**config.mk**
```make
export PLATFORM = sky130hd
export DESIGN_NAME = alu_uart_ctrl
export DESIGN_NICKNAME = d
export VERILOG_FILES = /design/src/rtl/alu_uart_ctrl.sv
export SDC_FILE = /design/constraint.sdc
export NUM_CORES = 1
export LEC_CHECK = 0
export ABC_AREA = 1
export BUFFER_PORTS_ARGS = -buffer_cell sky130_fd_sc_hd__buf_4
export CAP_MARGIN = 5
export CELL_PAD_IN_SITES_DETAIL_PLACEMENT = 0
export CELL_PAD_IN_SITES_GLOBAL_PLACEMENT = 1
export CORE_UTILIZATION = 43
export DETAILED_ROUTE_END_ITERATION = 10
export GPL_TIMING_DRIVEN = 0
export PLACE_DENSITY = 0.95
export SLEW_MARGIN = 20
export SYNTH_ARGS = -nofsm -noshare
export SYNTH_HDL_FRONTEND = slang
export SYNTH_SLANG_ARGS = --single-unit
```
**constraint.sdc**
```tcl
create_clock -name i_clk -period 2.7 [get_ports i_clk]
set_clock_uncertainty 0.15 [all_clocks]
set_input_delay 0.27 -clock i_clk [delete_from_list [all_inputs] [get_ports i_clk]]
set_output_delay 0.27 -clock i_clk [all_outputs]
set_load 0.05 [all_outputs]
```
**src/rtl/alu_uart_ctrl.sv**
```systemverilog
// rtl/alu_uart_ctrl.sv - UART frame controller: collects A, B, opcode bytes, runs the ALU, sends the result
// Inter-byte timeout aborts a partial frame; operand registers keep their last values.
module alu_uart_ctrl #(
  parameter int                 NB_DATA    = 8,
  parameter int                 NB_OP      = 6,
  parameter int                 NB_TOUT    = 16,
  parameter logic [NB_TOUT-1:0] TOUT_TICKS = 16'd40000
) (
  input  logic               i_clk,
  input  logic               i_reset,
  input  logic               i_tick,
  input  logic [NB_DATA-1:0] i_rx_data,
  input  logic               i_rx_valid,
  input  logic [NB_DATA-1:0] i_alu_result,
  input  logic               i_tx_done,
  output logic [NB_DATA-1:0] o_data_a,
  output logic [NB_DATA-1:0] o_data_b,
  output logic [NB_OP-1:0]   o_op,
  output logic [NB_DATA-1:0] o_tx_data,
  output logic               o_tx_start,
  output logic               o_error,
  output logic               o_busy
);

  typedef enum logic [5:0] {
    WAIT_A  = 6'b000001,
    WAIT_B  = 6'b000010,
    WAIT_OP = 6'b000100,
    EXEC    = 6'b001000,
    SEND    = 6'b010000,
    WAIT_TX = 6'b100000
  } state_t;

  state_t               state_q, state_d;
  logic [NB_DATA-1:0]   data_a_q, data_a_d;
  logic [NB_DATA-1:0]   data_b_q, data_b_d;
  logic [NB_OP-1:0]     op_q, op_d;
  logic [NB_DATA-1:0]   tx_data_q, tx_data_d;
  logic                 tx_start_q, tx_start_d;
  logic                 error_q, error_d;
  logic [NB_TOUT-1:0]   tout_q, tout_d;
  logic                 tout_last;
  logic                 tout_fire;

  assign tout_last = (tout_q == (TOUT_TICKS - 1'b1));
  // A byte arriving on the terminal tick wins over the timeout.
  assign tout_fire = i_tick && tout_last && !i_rx_valid;

  always_comb begin
    state_d   = state_q;
    data_a_d  = data_a_q;
    data_b_d  = data_b_q;
    op_d      = op_q;
    tx_data_d = tx_data_q;
    error_d   = 1'b0;
    tout_d    = '0;

    unique case (state_q)
      WAIT_A: begin
        if (i_rx_valid) begin
          data_a_d = i_rx_data;
          state_d  = WAIT_B;
        end
      end
      WAIT_B, WAIT_OP: begin
        if (i_rx_valid) begin
          if (state_q == WAIT_B) begin
            data_b_d = i_rx_data;
            state_d  = WAIT_OP;
          end else begin
            op_d    = i_rx_data[NB_OP-1:0];
            state_d = EXEC;
          end
        end else if (tout_fire) begin
          error_d = 1'b1;
          state_d = WAIT_A;
        end else if (i_tick) begin
          tout_d = tout_q + 1'b1;
        end else begin
          tout_d = tout_q;
        end
      end
      EXEC: begin
        tx_data_d = i_alu_result;
        state_d   = SEND;
      end
      SEND: begin
        state_d = WAIT_TX;
      end
      WAIT_TX: begin
        if (i_tx_done) begin
          state_d = WAIT_A;
        end
      end
      default: begin
        state_d = WAIT_A;
      end
    endcase

    tx_start_d = (state_d == SEND);
  end

  always_ff @(posedge i_clk or negedge i_reset) begin
    if (!i_reset) begin
      state_q    <= WAIT_A;
      data_a_q   <= '0;
      data_b_q   <= '0;
      op_q       <= '0;
      tx_data_q  <= '0;
      tx_start_q <= 1'b0;
      error_q    <= 1'b0;
      tout_q     <= '0;
    end else begin
      state_q    <= state_d;
      data_a_q   <= data_a_d;
      data_b_q   <= data_b_d;
      op_q       <= op_d;
      tx_data_q  <= tx_data_d;
      tx_start_q <= tx_start_d;
      error_q    <= error_d;
      tout_q     <= tout_d;
    end
  end

  assign o_data_a   = data_a_q;
  assign o_data_b   = data_b_q;
  assign o_op       = op_q;
  assign o_tx_data  = tx_data_q;
  assign o_tx_start = tx_start_q;
  assign o_error    = error_q;
  assign o_busy     = (state_q != WAIT_A);

endmodule
```
==> impl_summary.txt, run 1 <==
----------------------------------------------------
[STA]
  Final count of hold timing violations ... 0
  Final period utilization ... 0.680
  Worst Tran Pin Value ... between 0.6 and 0.7 ns
  Worst hold margin ... between 0.006 and 0.007 ns
  Fin crit period ... around 1.8 ns
  Slack of the critical path ... around 0.86 ns
  Slew Limit Fails ... 0
  Unrepaired setup endpoints after global routing ... false
  Setup TNS ... 0 ns
  Headroom to the max-slew limit ... 0.558
  Number of setup violations in the final report ... 0
  Max Freq ... ~0.54 GHz

[GRT]
  Tot GR Track Use ... 0.192
  Global-route wire length before repair ... about 9.3 mm
  Remaining global-route overflow ... 0
  Number of antenna violations at the first check in global routing ... 0
  Pin count of the biggest net entering global routing ... 55
  Number of global-route vias before repair ... 2,082

[Drt]
  Starting DRC count in detailed routing ... 80
  Total DRC errors in the routed layout ... 0
  Antenna viol nets, final ... 0
  Drt first pass iters ... 4
  WL final ... ~5.4 mm
  WL per Instance ... 12.6 um
  Via total after detailed routing ... between 2,000 and 2,500
  Detail-routed via count per cell ... slightly below 5

[Power]
  Leakage power ... between 1.5 and 2 nW
  Highest ir drop seen on vdd ... about 740 uV
  Total power divided by cell area ... slightly below 900 nW/um2
  Power after layout ... 2.75 mW

[Yosys]
  Gate count after technology mapping ... 299
  Synth area leader ... dfrtp_1
  Post-Synthesis Net Count ... around 320
  Top cells by area, synth ... dfrtp_1 (52%), nand2_1 (11%), nor2_1 (5.3%)
  Library cells used by synthesis ... 29
  Sequential-to-total area share from yosys stat ... 0.533
  Average instance area after synthesis ... 8.49 um2
  Synth top area share ... 0.522
  Number of synthesized register bits ... between 50 and 60
  Number of warnings printed during yosys synthesis ... 0
  Cell area after synthesis ... around 2500 um2

[Clock tree]
  Worst-path clk slew ... 0.10 ns
  Number of instances resized during post-cts repair ... 0
  Maximum buffer depth of the clock tree ... 2
  TritonCTS Buffers ... 5
  H-Tree Depth ... 2
  Clock sink count ... 54
  Post-CTS repair timing setup buffer count ... 0
  Cell chosen for the clock root ... clkbuf_8
  Worst-Skew Late Latency ... approximately 0.30 ns
  Number of buffers inserted by hold repair at cts ... 2
  Clock tree from TritonCTS ... yes

[Placed design]
  Buffers on Ports ... 52
  Final GP Congestion ... 0.812
  Instance area at placement ... 3020 um2
  Placed cell count ... 423
  Post-Place Setup Slack ... 0.907 ns
  Estimated wirelength of the detail-placed design ... 3.98 mm

[Die]
  Die extent in x ... 78.9 um
  Std-Cell Rows ... 27
  Die extent in y ... between 70 and 80 um
  Initial core utilization ... 0.453
  Area of the die ... between 6000 and 7000 um2
  Standard cell core area ... ~5600 um2
  Io pins ... 54

[Cells and area]
  Share of layout cells above drive strength 1 ... 0.239
  End-of-flow core utilization ... 0.561
  Post-route insts no fill ... 432
  Layout net count ... roughly 380
  Count of antenna diodes in the layout ... 0
  Fin area ... between 3000 and 4000 um2
  Area added between synthesis and finish ... 23.9%

[Critical path]
  Max Fanout on Critical Path ... 4
  Worst path top cell family by delay ... flip-flops
  Buf/Inv on CP ... 2
  Cell-by-cell trace of the critical path ... inv_1, nor2_1, nand3_1, buf_4
  Crit path DAT ... roughly 1.4 ns
  Type of destination of the critical path ... output port
  Category of the most critical setup path ... flop to output port
  Launching element type of the critical path ... flop
  Data required time at the worst endpoint ... about 2.3 ns
  Max stage delay on crit path ... 0.57 ns
  Master of the slowest instance on the critical path ... dfstp_2

[Job]
  Max-cap violations ... 0

[Outcome]
  Result of the run ... finished, final reports clean

[Worst hold path]
  Class of the tightest hold or removal check ... input pin to flop

----------------------------------------------------
cell families after synthesis:
logic type	synth area share
fa+ha+maj	0.00493
buf+inv	0.0699
compound gates	0.0532
flops	0.533
xor+xnor	0.0310
simple gates	0.308
metal layers:
metal	GRT usage	vias to the layer above	wire length [um]
met5	0	-	0
met4	0.0545	0	65
met3	0.0356	6	200
met2	0.330	41	2650
met1	0.246	999	2520
li1	-	1073	-
cell type report:
type	instances	area [um2]
Inverter	35	131
Sequential cell	54	1350
Clock inverter	2	38.8
Fill cell	540	2460
Buffer	6	46.3
Clock buffer	5	68.8
Multi-Input combinational cell	204	1010
Timing Repair Buffer	54	410
Tap cell	72	90.1
state kept, by name (all words and copies together) (netlist names):
name	cells
o_data_a	8
o_tx_start	1
o_op	6
tout_q	16
o_tx_data	8
o_error	1
o_data_b	8
state_q	6
tightest hold or removal path, stage by stage:
cell	delay [ns]
buf_4	0.08
nand2_1	0.04
nand2_1	0.05
Yosys cell counts (all sizes together):
master,number
nand2,79
a21oi,4
dfrtp,53
nor2,44
inv,34
and3,1
xor2,5
o21ai,23
clkbuf,1
nor3,12
clkinv,1
buf,5
nand4,7
xnor2,4
ha,1
nand3b,1
nand3,23
dfstp,1
final timing paths:
| check | startpoint | endpoint | slack (ns) | depth (start not counted) |
|---|---|---|---|---|
| setup / recovery | state_q[0] | o_busy | 0.86 | 4 |
| hold / removal | i_alu_result[5] | o_tx_data[5] | 0.007 | 3 |
| setup reg to reg | state_q[0] | o_data_a[7] | 0.94 | 5 |
| hold reg to reg | o_tx_data[1] | o_tx_data[1] | 0.35 | 2 |
| max in group asynchronous | i_reset | o_data_a[7] | 1.56 | 2 |
| min in group asynchronous | i_reset | tout_q[13] | 0.38 | 2 |
power breakdown:
part	switching, mW	total (mW)	internal [mW]
logic	0.816	1.14	0.328
clock network	0.258	0.531	0.273
registers	0.102	1.07	0.971
cell usage in the layout, fill, tap and decap left out, types with 6 or more instances in the layout:
cell type and n:
nand2_1 75, buf_4 54, dfrtp_1 53, nor2_1 36
inv_1 31, nand3_1 19, o21ai_1 14, nor3_1 11
o21ai_0 9, nand4_1 6
No activity file was read; power rests on OpenSTA's default activity.
==> run 2, diff against run 1 <==
- CORE_UTILIZATION: 43 -> 40
- PLACE_DENSITY: 0.95 -> 0.9
- clock period: 2.7 -> 1.8 ns (I/O delays scaled with it)
==> run 2 against run 1 <==
- first-iteration DRC count stayed put
- count of clock-buffer cells in the layout increased by 1
- critical path depth is the same
- design area grew 6.6%
- combinational power is 56% higher
- global-route usage decreased by 1.2 points
- utilization shrank 0.47 points
- sequential cell count unchanged
- worst setup slack got worse by 0.76 ns
- register-to-register slack lost 0.79 ns
- die area rose by 7.3%
- critical endpoint unchanged
- largest power group unchanged
==> impl_summary.txt, run 2 (synthesized netlist as in run 1, its figures left out) <==
----------------------------------------------------
[Die]
  Area of the die ... ~6700 um2
  Die extent in y ... 81.7 um
  Std-Cell Rows ... 28
  Standard cell core area ... about 6000 um2
  Initial core utilization ... 0.422
  Die extent in x ... around 82 um
  Io pins ... 54

[Power]
  Power share of the sequential group ... 0.379
  Int Pwr ... 2.45 mW
  Highest ir drop seen on vdd ... around 1500 uV
  Part of the power in combinational logic ... 0.418
  Power after layout ... roughly 4.3 mW
  Switching power share of the total ... 0.425
  Leakage power ... approximately 1.6 nW
  Switching power of the nets ... 1.81 mW
  Clock network power share ... 0.203
  Total power divided by cell area ... 1270 nW/um2

[STA]
  Max Freq ... between 0.5 and 0.6 GHz
  Worst Tran Pin Value ... approximately 0.66 ns
  Slack of the critical path ... 0.104 ns
  Fin crit period ... between 1.5 and 2 ns
  Final count of hold timing violations ... 0
  Headroom to the max-slew limit ... 0.562
  Worst hold margin ... 0.0132 ns
  Setup TNS ... 0 ns
  Number of setup violations in the final report ... 0
  Slew Limit Fails ... 0
  Final period utilization ... 0.942
  Unrepaired setup endpoints after global routing ... false

[Critical path]
  Crit path DAT ... 1.37 ns
  Category of the most critical setup path ... flop to output port
  Worst path top cell family by delay ... flip-flops
  Max Fanout on Critical Path ... 4
  Buf/Inv on CP ... 2
  Launching element type of the critical path ... flop
  Data required time at the worst endpoint ... roughly 1.5 ns
  Max stage delay on crit path ... 0.57 ns
  Register-to-Register Path Depth ... 7
  Master of the slowest instance on the critical path ... dfstp_2
  Type of destination of the critical path ... output port
  Number of stages on the worst setup path ... 4
  Cell-by-cell trace of the critical path ... inv_1, nor2_4, nand3_2, buf_4

[Drt]
  WL final ... roughly 5.5 mm
  Total DRC errors in the routed layout ... 0
  Drt first pass iters ... 4
  Antenna viol nets, final ... 0
  Detail-routed via count per cell ... between 4 and 5
  Starting DRC count in detailed routing ... 80
  Via total after detailed routing ... roughly 2,200
  WL per Instance ... 12.2 um

[Cells and area]
  Leading cell type in the layout, fill and taps excluded ... nand2_1
  Layout net count ... a little under 400
  Area added between synthesis and finish ... 32.1%
  Multi-input gate area ... around 1000 um2
  Highest-count cells in the layout ignoring fill and taps ... nand2_1 (75), buf_4 (55), dfrtp_1 (53), nor2_1 (35), inv_1 (30)
  Register area ... between 1000 and 1500 um2
  Share of layout cells above drive strength 1 ... 0.249
  Flip-flop count of the largest register, all copies and words added ... 16
  Number of filler instances in the final layout ... ~560
  Top register by number of flip-flops ... tout_q
  Fin area ... ~3400 um2
  Count of antenna diodes in the layout ... 0

[GRT]
  Global-route wire length before repair ... 9.23 mm
  Pin count of the biggest net entering global routing ... 55
  Number of global-route vias before repair ... 2,166
  Number of antenna violations at the first check in global routing ... 0
  Tot GR Track Use ... 0.180
  Remaining global-route overflow ... 0

[Placed design]
  Instance area at placement ... 3020 um2
  Final GP Congestion ... 0.844
  Estimated wirelength of the detail-placed design ... roughly 3.9 mm
  Post-Place Setup Slack ... 0.0512 ns
  Buffers on Ports ... 52

[Clock tree]
  Clock sink count ... 54
  Clock tree from TritonCTS ... yes
  Cell chosen for the clock root ... clkbuf_8
  Maximum buffer depth of the clock tree ... 2
  TritonCTS Buffers ... 5
  H-Tree Depth ... 2
  Worst-Skew Late Latency ... 0.31 ns
  Worst-path clk slew ... 0.10 ns

[Job]
  Max-cap violations ... 0

[Outcome]
  Result of the run ... finished, final reports clean

[Worst hold path]
  Number of cells on the worst hold path ... 3
  Class of the tightest hold or removal check ... input pin to flop

----------------------------------------------------
[run 2: worst paths after layout]
check | end | slack [ns] | startpoint
max | o_busy | 0.10 | state_q[0]
min | o_data_b[0] | 0.01 | i_rx_data[0]
max reg2reg | tout_q[11] | 0.15 | tout_q[0]
min reg2reg | o_tx_data[5] | 0.34 | o_tx_data[5]
max in group asynchronous | state_q[2] | 0.76 | i_reset
min in group asynchronous | tout_q[5] | 0.29 | i_reset
[run 2: area by class of cell]
cell class	count	area share
sequential	54	0.403
clock inverter	2	0.0116
tap	75	0.0280
clock buffer	6	0.0246
multi-input combinational	204	0.309
buffer	6	0.0142
timing repair buffer	70	0.169
inverter	35	0.0403
[run 2: power groups by stage]
stage          sequential, mW  clock, mW  combinational, mW
3_5_place_dp             1.62          0               1.73
3_3_place_gp             1.63          0               1.70
2_1_floorplan            2.33          0              0.463
6_report                 1.61      0.863               1.78
5_1_grt                  1.64      0.932               1.92
4_1_cts                  1.60      0.892               1.76
[run 2: what timing repair did]
action                     4_1_cts  5_1_grt
hold endpoints to repair        70        0
hold buffers                    17        0
resized for setup                0        9
buffers inserted                 0        1
setup endpoints to repair        0       21
[run 2: worst register-to-register path, cell delays in order (launching register included)]
cell and delay (ns):
dfrtp_1 0.40, ha_1 0.21, nand3_1 0.15, inv_2 0.14
nand3_2 0.14, nand3_4 0.14, buf_6 0.17, nor2_2 0.05
[run 2: metal layers]
metal  share of wire  global-route usage
met5               0                   0
met4           0.015              0.0702
met3           0.034              0.0378
met2            0.50               0.309
met1            0.45               0.220
[run 2: metrics by stage]
step,instances,utilization
finish,452,0.557
global route,452,0.557
CTS,451,0.550
detailed placement,426,0.502
global placement,426,0.502
floorplan,299,-
